==> src/rtl/fifo_rd_pkg.sv <==
// Shared constants and helpers for the FIFO read-side serializer.
// Holds the default widths, the beat ratio and beat-index width, the buffer depth,
// and the width-compatibility check used at elaboration.
package fifo_rd_pkg;

   localparam int FIFO_WIDTH_DEF = 64;
   localparam int OUT_WIDTH_DEF  = 16;
   localparam int BUF_DEPTH      = 3;
   localparam int PTR_W          = 2;
   localparam int WORD_CNT_W     = 16;

   function automatic int ratio_of(input int fw, input int ow);
      return fw / ow;
   endfunction

   // A single-beat word still needs a 1-bit beat index.
   function automatic int beat_w_of(input int ratio);
      return (ratio > 1) ? $clog2(ratio) : 1;
   endfunction

   // The word must split into a whole number of beats, 1 to 8 of them.
   function automatic bit width_ok(input int fw, input int ow);
      return (ow > 0) && ((fw % ow) == 0) && ((fw / ow) >= 1) && ((fw / ow) <= 8);
   endfunction

   localparam int RATIO  = ratio_of(FIFO_WIDTH_DEF, OUT_WIDTH_DEF);
   localparam int BEAT_W = beat_w_of(RATIO);

   // Pointer advance with wrap from the last entry back to 0.
   function automatic logic [PTR_W-1:0] ptr_inc(input logic [PTR_W-1:0] p);
      return (p == PTR_W'(BUF_DEPTH - 1)) ? '0 : p + PTR_W'(1);
   endfunction

endpackage

==> src/rtl/rd_word_buf.sv <==
// 3-entry circular word buffer: push at tail, pop at head, occupancy count.
// Latency: a pushed word is visible on head_dat the cycle after the push.
// Backpressure: none internally; the caller guarantees no push when full, no pop when empty.
// Ports: clk/rst (sync, active-high); push/push_dat write; pop retires the head;
//        occ = buffered word count; head_dat = oldest word (undefined while occ=0).
module rd_word_buf
   import fifo_rd_pkg::*;
#(
   parameter int WIDTH = 64
) (
   input  logic             clk,
   input  logic             rst,
   input  logic             push,
   input  logic [WIDTH-1:0] push_dat,
   input  logic             pop,
   output logic [PTR_W-1:0] occ,
   output logic [WIDTH-1:0] head_dat
);

   logic [WIDTH-1:0] mem_q [BUF_DEPTH];
   logic [WIDTH-1:0] mem_d [BUF_DEPTH];
   logic [PTR_W-1:0] head_q, head_d;
   logic [PTR_W-1:0] tail_q, tail_d;
   logic [PTR_W-1:0] occ_q,  occ_d;

   always_comb begin
      mem_d  = mem_q;
      head_d = head_q;
      tail_d = tail_q;
      occ_d  = occ_q;
      if (push) begin
         mem_d[tail_q] = push_dat;
         tail_d        = ptr_inc(tail_q);
      end
      if (pop) begin
         head_d = ptr_inc(head_q);
      end
      // Simultaneous push and pop leave the count unchanged.
      case ({push, pop})
         2'b10:   occ_d = occ_q + PTR_W'(1);
         2'b01:   occ_d = occ_q - PTR_W'(1);
         default: occ_d = occ_q;
      endcase
   end

   always_ff @(posedge clk) begin
      if (rst) begin
         head_q <= '0;
         tail_q <= '0;
         occ_q  <= '0;
      end else begin
         head_q <= head_d;
         tail_q <= tail_d;
         occ_q  <= occ_d;
      end
   end

   // Storage is data-only and deliberately not reset.
   always_ff @(posedge clk) begin
      mem_q <= mem_d;
   end

   assign occ      = occ_q;
   assign head_dat = mem_q[head_q];

endmodule

==> src/rtl/fifo_rd_serializer.sv <==
// Pulls FIFO words through a registered-read port and emits them LS slice first as beats.
// Latency: fifo_rd_en in cycle N gives m_valid in N+2; one beat per cycle sustained.
// Backpressure: m_ready low stalls beats; reads stop once buffered + in-flight words reach 3.
// Ports: clk/rst (sync, active-high); fifo_empty/fifo_data/fifo_rd_en to the FIFO read side;
//        m_valid/m_ready/m_data/m_last beat stream; word_cnt = words fully emitted (mod 2^16).
module fifo_rd_serializer
   import fifo_rd_pkg::*;
#(
   parameter int FIFO_WIDTH = FIFO_WIDTH_DEF,
   parameter int OUT_WIDTH  = OUT_WIDTH_DEF
) (
   input  logic                  clk,
   input  logic                  rst,
   input  logic                  fifo_empty,
   input  logic [FIFO_WIDTH-1:0] fifo_data,
   output logic                  fifo_rd_en,
   output logic                  m_valid,
   input  logic                  m_ready,
   output logic [OUT_WIDTH-1:0]  m_data,
   output logic                  m_last,
   output logic [WORD_CNT_W-1:0] word_cnt
);

   localparam int N_BEATS = ratio_of(FIFO_WIDTH, OUT_WIDTH);
   localparam int BW      = beat_w_of(N_BEATS);

   if (!width_ok(FIFO_WIDTH, OUT_WIDTH)) begin : g_bad_width
      $error("fifo_rd_serializer: FIFO_WIDTH must be 1..8 times OUT_WIDTH");
   end

   logic                  inflight_q, inflight_d;
   logic [BW-1:0]         beat_q,     beat_d;
   logic [WORD_CNT_W-1:0] word_cnt_q, word_cnt_d;
   logic [PTR_W-1:0]      occ;
   logic [FIFO_WIDTH-1:0] head_dat;
   logic [OUT_WIDTH-1:0]  slice;
   logic                  accept;
   logic                  pop;

   // Credit: buffered plus in-flight words may never exceed the buffer depth.
   // Independent of m_ready so there is no ready-to-read combinational path.
   // Gated by rst so no word is pulled from the FIFO while the buffer is being cleared.
   assign fifo_rd_en = !rst && !fifo_empty &&
                       ((3'(occ) + 3'(inflight_q)) < 3'(BUF_DEPTH));

   rd_word_buf #(
      .WIDTH (FIFO_WIDTH)
   ) u_buf (
      .clk      (clk),
      .rst      (rst),
      .push     (inflight_q),
      .push_dat (fifo_data),
      .pop      (pop),
      .occ      (occ),
      .head_dat (head_dat)
   );

   always_comb begin
      slice = '0;
      for (int i = 0; i < N_BEATS; i++) begin
         if (beat_q == BW'(i)) slice = head_dat[i*OUT_WIDTH +: OUT_WIDTH];
      end
   end

   assign m_valid = (occ != '0);
   assign m_last  = (beat_q == BW'(N_BEATS - 1));
   // Storage is not reset, so mask the slice while nothing is buffered.
   assign m_data  = m_valid ? slice : '0;
   assign accept  = m_valid && m_ready;
   assign pop     = accept && m_last;

   always_comb begin
      inflight_d = fifo_rd_en;
      beat_d     = beat_q;
      word_cnt_d = word_cnt_q;
      if (accept) begin
         beat_d = m_last ? '0 : beat_q + BW'(1);
      end
      if (pop) begin
         word_cnt_d = word_cnt_q + WORD_CNT_W'(1);
      end
   end

   always_ff @(posedge clk) begin
      if (rst) begin
         inflight_q <= 1'b0;
         beat_q     <= '0;
         word_cnt_q <= '0;
      end else begin
         inflight_q <= inflight_d;
         beat_q     <= beat_d;
         word_cnt_q <= word_cnt_d;
      end
   end

   assign word_cnt = word_cnt_q;

endmodule

==> config.mk <==
export PLATFORM = sky130hd
export DESIGN_NAME = fifo_rd_serializer
export DESIGN_NICKNAME = d
export VERILOG_FILES = /design/src/rtl/fifo_rd_pkg.sv /design/src/rtl/rd_word_buf.sv /design/src/rtl/fifo_rd_serializer.sv
export SDC_FILE = /design/constraint.sdc
export NUM_CORES = 1
export LEC_CHECK = 0
export CAP_MARGIN = 10
export CORE_MARGIN = 2
export CORE_UTILIZATION = 55
export DETAILED_ROUTE_END_ITERATION = 8
export PLACE_DENSITY_LB_ADDON = 0.3
export RECOVER_POWER = 25
export SETUP_SLACK_MARGIN = 0.3
export SLEW_MARGIN = 25
export SYNTH_ARGS = -nofsm -noshare
export SYNTH_HDL_FRONTEND = slang
export SYNTH_SLANG_ARGS = --single-unit
==> constraint.sdc <==
create_clock -name clk -period 6.95 [get_ports clk]
set_input_delay 1.39 -clock clk [delete_from_list [all_inputs] [get_ports clk]]
set_output_delay 1.39 -clock clk [all_outputs]
set_load 0.01 [all_outputs]
======== Word level (Yosys, flattened, before mapping) ========
Index checks and enable logic that the tools add are counted.
storage, ports and cells
  bits in registers ....................... 217
  input port bits ......................... 68
  word-level logic and storage cells ...... 54
cells by class
  add/subtract/negate cells ............... 7
  $lt $le $gt $ge ......................... 4
  equality and inequality tests ........... 7
  muxes and demuxes ....................... 15
  bitwise gates (word level) .............. 2
  reductions and logical operators ........ 10
operators by type and width
  kind                     count
  $bwmux W192              1
  $mux W64                 3
  $bmux W64 S2             1
  $demux W64 S2            1
  $mux W16                 5
  $add A16 B1 Y16 const B  1
  $eq A2 B2 Y1 const B     5
  $add A2 B1 Y2 const B    4
  $ge A3 B3 Y1 const B     2
  $mux W2                  3
  $not A2 Y3               2
  $logic_and A1 B1 Y1      5
  $eq A2 B1 Y1 const B     2
  $pmux W2 S2              1
  $reduce_bool A2 Y1       2
  $add A2 B1 Y3            1
  $lt A3 B1 Y1 const B     1
  $lt A3 B2 Y1 const B     1
  $logic_not A1 Y1         2
  $logic_not A2 Y1         1
  $sub A2 B1 Y2 const B    1

======== Logic depth before layout (Yosys ltp) ========
  word-level depth ........................ 9
  gate-level depth with buffers ........... 9
  depth with buffers taken out ............ 7

======== Modules after synthesis ========
From an unflattened synthesis, not the netlist that was laid out.
second synthesis, totals
  cells, all modules ...................... 634
  area total of the unflattened synthesis .. 8896.0 µm²
by module, submodules not included
  module              instances  cells each  area each (µm²)  sequential area each (µm²)
  rd_word_buf         1          437         7412.1           5885.6
  fifo_rd_serializer  1          197         1483.9           380.4

======== Worst setup path after synthesis ========
Ideal clock, no wire load.
  path kind ............................... register to register
  start ................................... register inflight_q
  end ..................................... register u_buf.mem_q[128] (netlist bit), enable pin
  data arrival time ....................... 4.876 ns
  required time ........................... 6.382 ns
  setup slack ............................. 1.506 ns
  stages on the path, launching flop included .. 3
  buffers on the path ..................... 0
  cell sequence ........................... dfxtp_1 > inv_1 > nor3_1
RTL lines
  element                 line                      RTL
  from (decl)             fifo_rd_serializer.sv:31  logic inflight_q, inflight_d;
  from (signal assigned)  fifo_rd_serializer.sv:90  inflight_q <= inflight_d;
  to (signal assigned)    rd_word_buf.sv:60         mem_q <= mem_d;
  to (decl)               rd_word_buf.sv:20         logic [WIDTH-1:0] mem_q [BUF_DEPTH];
No word-level cell between the ends.

======== Worst setup path in the final report ========
  start ................................... input rst
  end ..................................... output fifo_rd_en
on the way
  longest elaborated chain between the ends .. 3
RTL lines
  element                           line                      RTL
  from (decl)                       fifo_rd_serializer.sv:13  input logic rst,
  $logic_not A1 Y1                  fifo_rd_serializer.sv:43  assign fifo_rd_en = !rst && !fifo_empty &&
  $logic_and A1 B1 Y1 (2 in a row)  fifo_rd_serializer.sv:43
  to (decl)                         fifo_rd_serializer.sv:16  output logic fifo_rd_en,
Every way passes these cells.

==> results.json <==
{
  "synthTopCellsByCount": "edfxtp_1 (192), mux2i_1 (66), nor2_1 (55), a21oi_1 (42), o2bb2ai_1 (32)",
  "ys_seq_area_share_pct": 72.9,
  "cts-root-buf": "clkbuf_16",
  "run_status": "finished clean",
  "end_kind": "primary output",
  "ir_worst_vdd_uv": 196,
  "pwr-share-seq_pct": 54.3,
  "syn_inst": 559,
  "htreeDepth": 1,
  "num_rows": 45,
  "path_clk_slew_ns": 0.05,
  "cts_tree": "built",
  "dr.first_iter.drc_count": 446,
  "min_period_ns": 4.82,
  "io_pins": 103,
  "maxSlewViolCount": 0,
  "critPathMaxFanout": 28,
  "grt-ovfl-total": 0,
  "max_freq_mhz": 208,
  "cts_buffers": 22,
  "clock_sinks": 217,
  "drc_errors": 0,
  "synth_warnings": 0,
  "fillers": 1036,
  "die_w_um": 129,
  "power_frac_comb_pct": 5.4,
  "die-area_mm2": 0.0166,
  "synth_area_leaders": "edfxtp_1 (67%), mux2i_1 (7.7%), dfxtp_1 (5.8%)",
  "dieHeight_um": 129,
  "p_leak_nw": 3.30,
  "wl_per_cell_um": 19.7,
  "arrival_ns": 3.43,
  "internal-power_mw": 2.16,
  "core_area_mm2": 0.0153,
  "area_delta_synth_final_pct": 22.4,
  "powerDensity_mw_per_mm2": 257,
  "critPathKind": "in -> out",
  "postCtsResizedCells": 0,
  "vias": 5094,
  "cts_buffer_depth": 3,
  "finalNetCount": 738,
  "maxCapViolCount": 0,
  "finClkSkew_ns": 0.00936,
  "postRouteAntennaNets": 0,
  "synthArstFlopShare_pct": 0,
  "drive_gt1_share_pct": 7.09,
  "yosysTopAreaCell": "edfxtp_1",
  "worstMarginPinSlew_ns": 0.935,
  "yosysUniqueCellTypes": 34,
  "yosysTopAreaCellShare_pct": 67.1,
  "synth-edff-count": 192,
  "crit_required_ns": 5.56,
  "cts_setup_buffers": 0,
  "yosysMostFrequentCell": "edfxtp_1",
  "synth_area_mm2": 0.00859,
  "portBuffers": 102,
  "setup_viol": 0,
  "synth_top_flop_cell": "edfxtp_1",
  "rsz0062_at_grt": "false",
  "period_share_pct": 69.3,
  "antenna_found_initial": 3,
  "grt_pass1_vias": 5119,
  "grt_use_total_pct": 21.1,
  "startpoint_type": "primary input",
  "start_util_pct": 56.3,
  "place.gp.congestion": 0.826,
  "finish.utilization_pct": 68.9,
  "synth_nets": 635,
  "grt_max_degree": 68,
  "synth-seq-cells": 217,
  "drt_first_pass_iters": 4,
  "postCtsHoldBufs": 0,
  "vias_per_cell": 5.72,
  "switching_share_pct": 19.9,
  "dp_hpwl_mm": 10.2,
  "maxSlewHeadroom_pct": 37.5,
  "hp-class": "reg -> reg",
  "clockPowerShare_pct": 40.4,
  "clk_latency_ns": 0.50,
  "totalWireLength_mm": 17.5,
  "fin_tns_setup_ns": 0,
  "grt_pass1_wl_mm": 26.8,
  "hold_viol": 0,
  "syn_avg_cell_area_um2": 15.4,
  "p_switching_uw": 537
}
## layout make-up
| cell class | count | area, µm² | area share, % |
|---|---|---|---|
| antenna | 2 | 5.00 | 0.0476 |
| clock buffer | 30 | 602 | 5.72 |
| clock inverter | 9 | 63.8 | 0.607 |
| inverter | 10 | 37.5 | 0.357 |
| multi-input combinational | 300 | 2190 | 20.8 |
| sequential | 217 | 6270 | 59.6 |
| tap | 211 | 264 | 2.51 |
| timing repair buffer | 111 | 1090 | 10.3 |
## final timing paths
path / start / to / slack, ns / cells past startpoint
setup / recovery: rst / fifo_rd_en / 2.13 / 3
hold / removal: word_cnt[15] / word_cnt[15] / 0.51 / 2
setup reg to reg: beat_q[0] / word_cnt[15] / 4.53 / 5
hold reg to reg: word_cnt[15] / word_cnt[15] / 0.51 / 2
## routing by layer
| layer | global-route usage (%) | wire (µm) |
|---|---|---|
| met4 | 6.33 | 373 |
| met2 | 37.3 | 9110 |
| met1 | 26.4 | 7000 |
| met5 | 0 | 13 |
| met3 | 4.45 | 1010 |
## per-stage QoR
stage | std cells | hold slack [ns] | total power [mW] | setup slack (ns) | cell area, µm²
final | 890 | 0.507 | 2.70 | 2.13 | 10500
after global placement | 849 | 0.472 | 1.64 | 2.14 | 9850
after detailed placement | 849 | 0.495 | 1.64 | 2.12 | 9850
after global routing | 889 | 0.549 | 2.79 | 2.00 | 10500
after CTS | 888 | 0.502 | 2.72 | 2.12 | 10500
after floorplan | 559 | 0.478 | 1.55 | 1.51 | 8590
## state kept, by name, summed over array words and instances (netlist names)
name / cells
u_buf.mem_q: 192
word_cnt: 16
beat_q: 2
u_buf.head_q: 2
u_buf.occ: 2
u_buf.tail_q: 2
inflight_q: 1
## worst max-delay path: stages
cell,delay [ns]
clkdlybuf4s50_1,0.89
a2111oi_0,0.53
clkdlybuf4s50_1,0.61
## power groups by stage
stage / registers, mW / logic, mW / clock network [mW]
after global routing: 1.47 / 0.158 / 1.17
after detailed placement: 1.49 / 0.150 / 0
after global placement: 1.49 / 0.146 / 0
after floorplan: 1.49 / 0.0613 / 0
final: 1.46 / 0.145 / 1.09
after CTS: 1.46 / 0.152 / 1.11
## cells in the final DEF (no fill, tap or decap), types with 2 or more instances in the layout
cell,n
dfxtp_1,23
clkbuf_1,7
nor2_4,2
a21oi_1,42
nor3_1,4
o221ai_1,16
edfxtp_1,192
clkdlybuf4s50_1,62
nor2_1,53
mux2i_1,66
nor4_1,3
mux2_2,2
clkbuf_16,23
a22oi_1,16
or3_1,5
ha_1,8
nor2b_1,2
clkinv_2,2
xnor2_1,9
nand2_1,7
nand3_1,6
inv_1,10
clkinv_1,5
xor2_1,2
nand4_1,4
o21ai_0,6
nand4b_1,2
o2bb2ai_1,32
diode_2,2
a2111oi_0,2
dlygate4sd3_1,40
buf_4,9
## cell families after synthesis
| logic type | Yosys count | synth area share, % |
|---|---|---|
| and+or+nand+nor | 96 | 5.33 |
| AOI/OAI and AO/OA | 117 | 9.58 |
| muxes | 68 | 7.95 |
| adders and majority gates | 8 | 1.16 |
| xor gates and xnor gates | 11 | 1.12 |
| buffers and inverters | 42 | 1.95 |
| DFF | 217 | 72.9 |
Note: power is estimated with default switching activity, not from simulation.
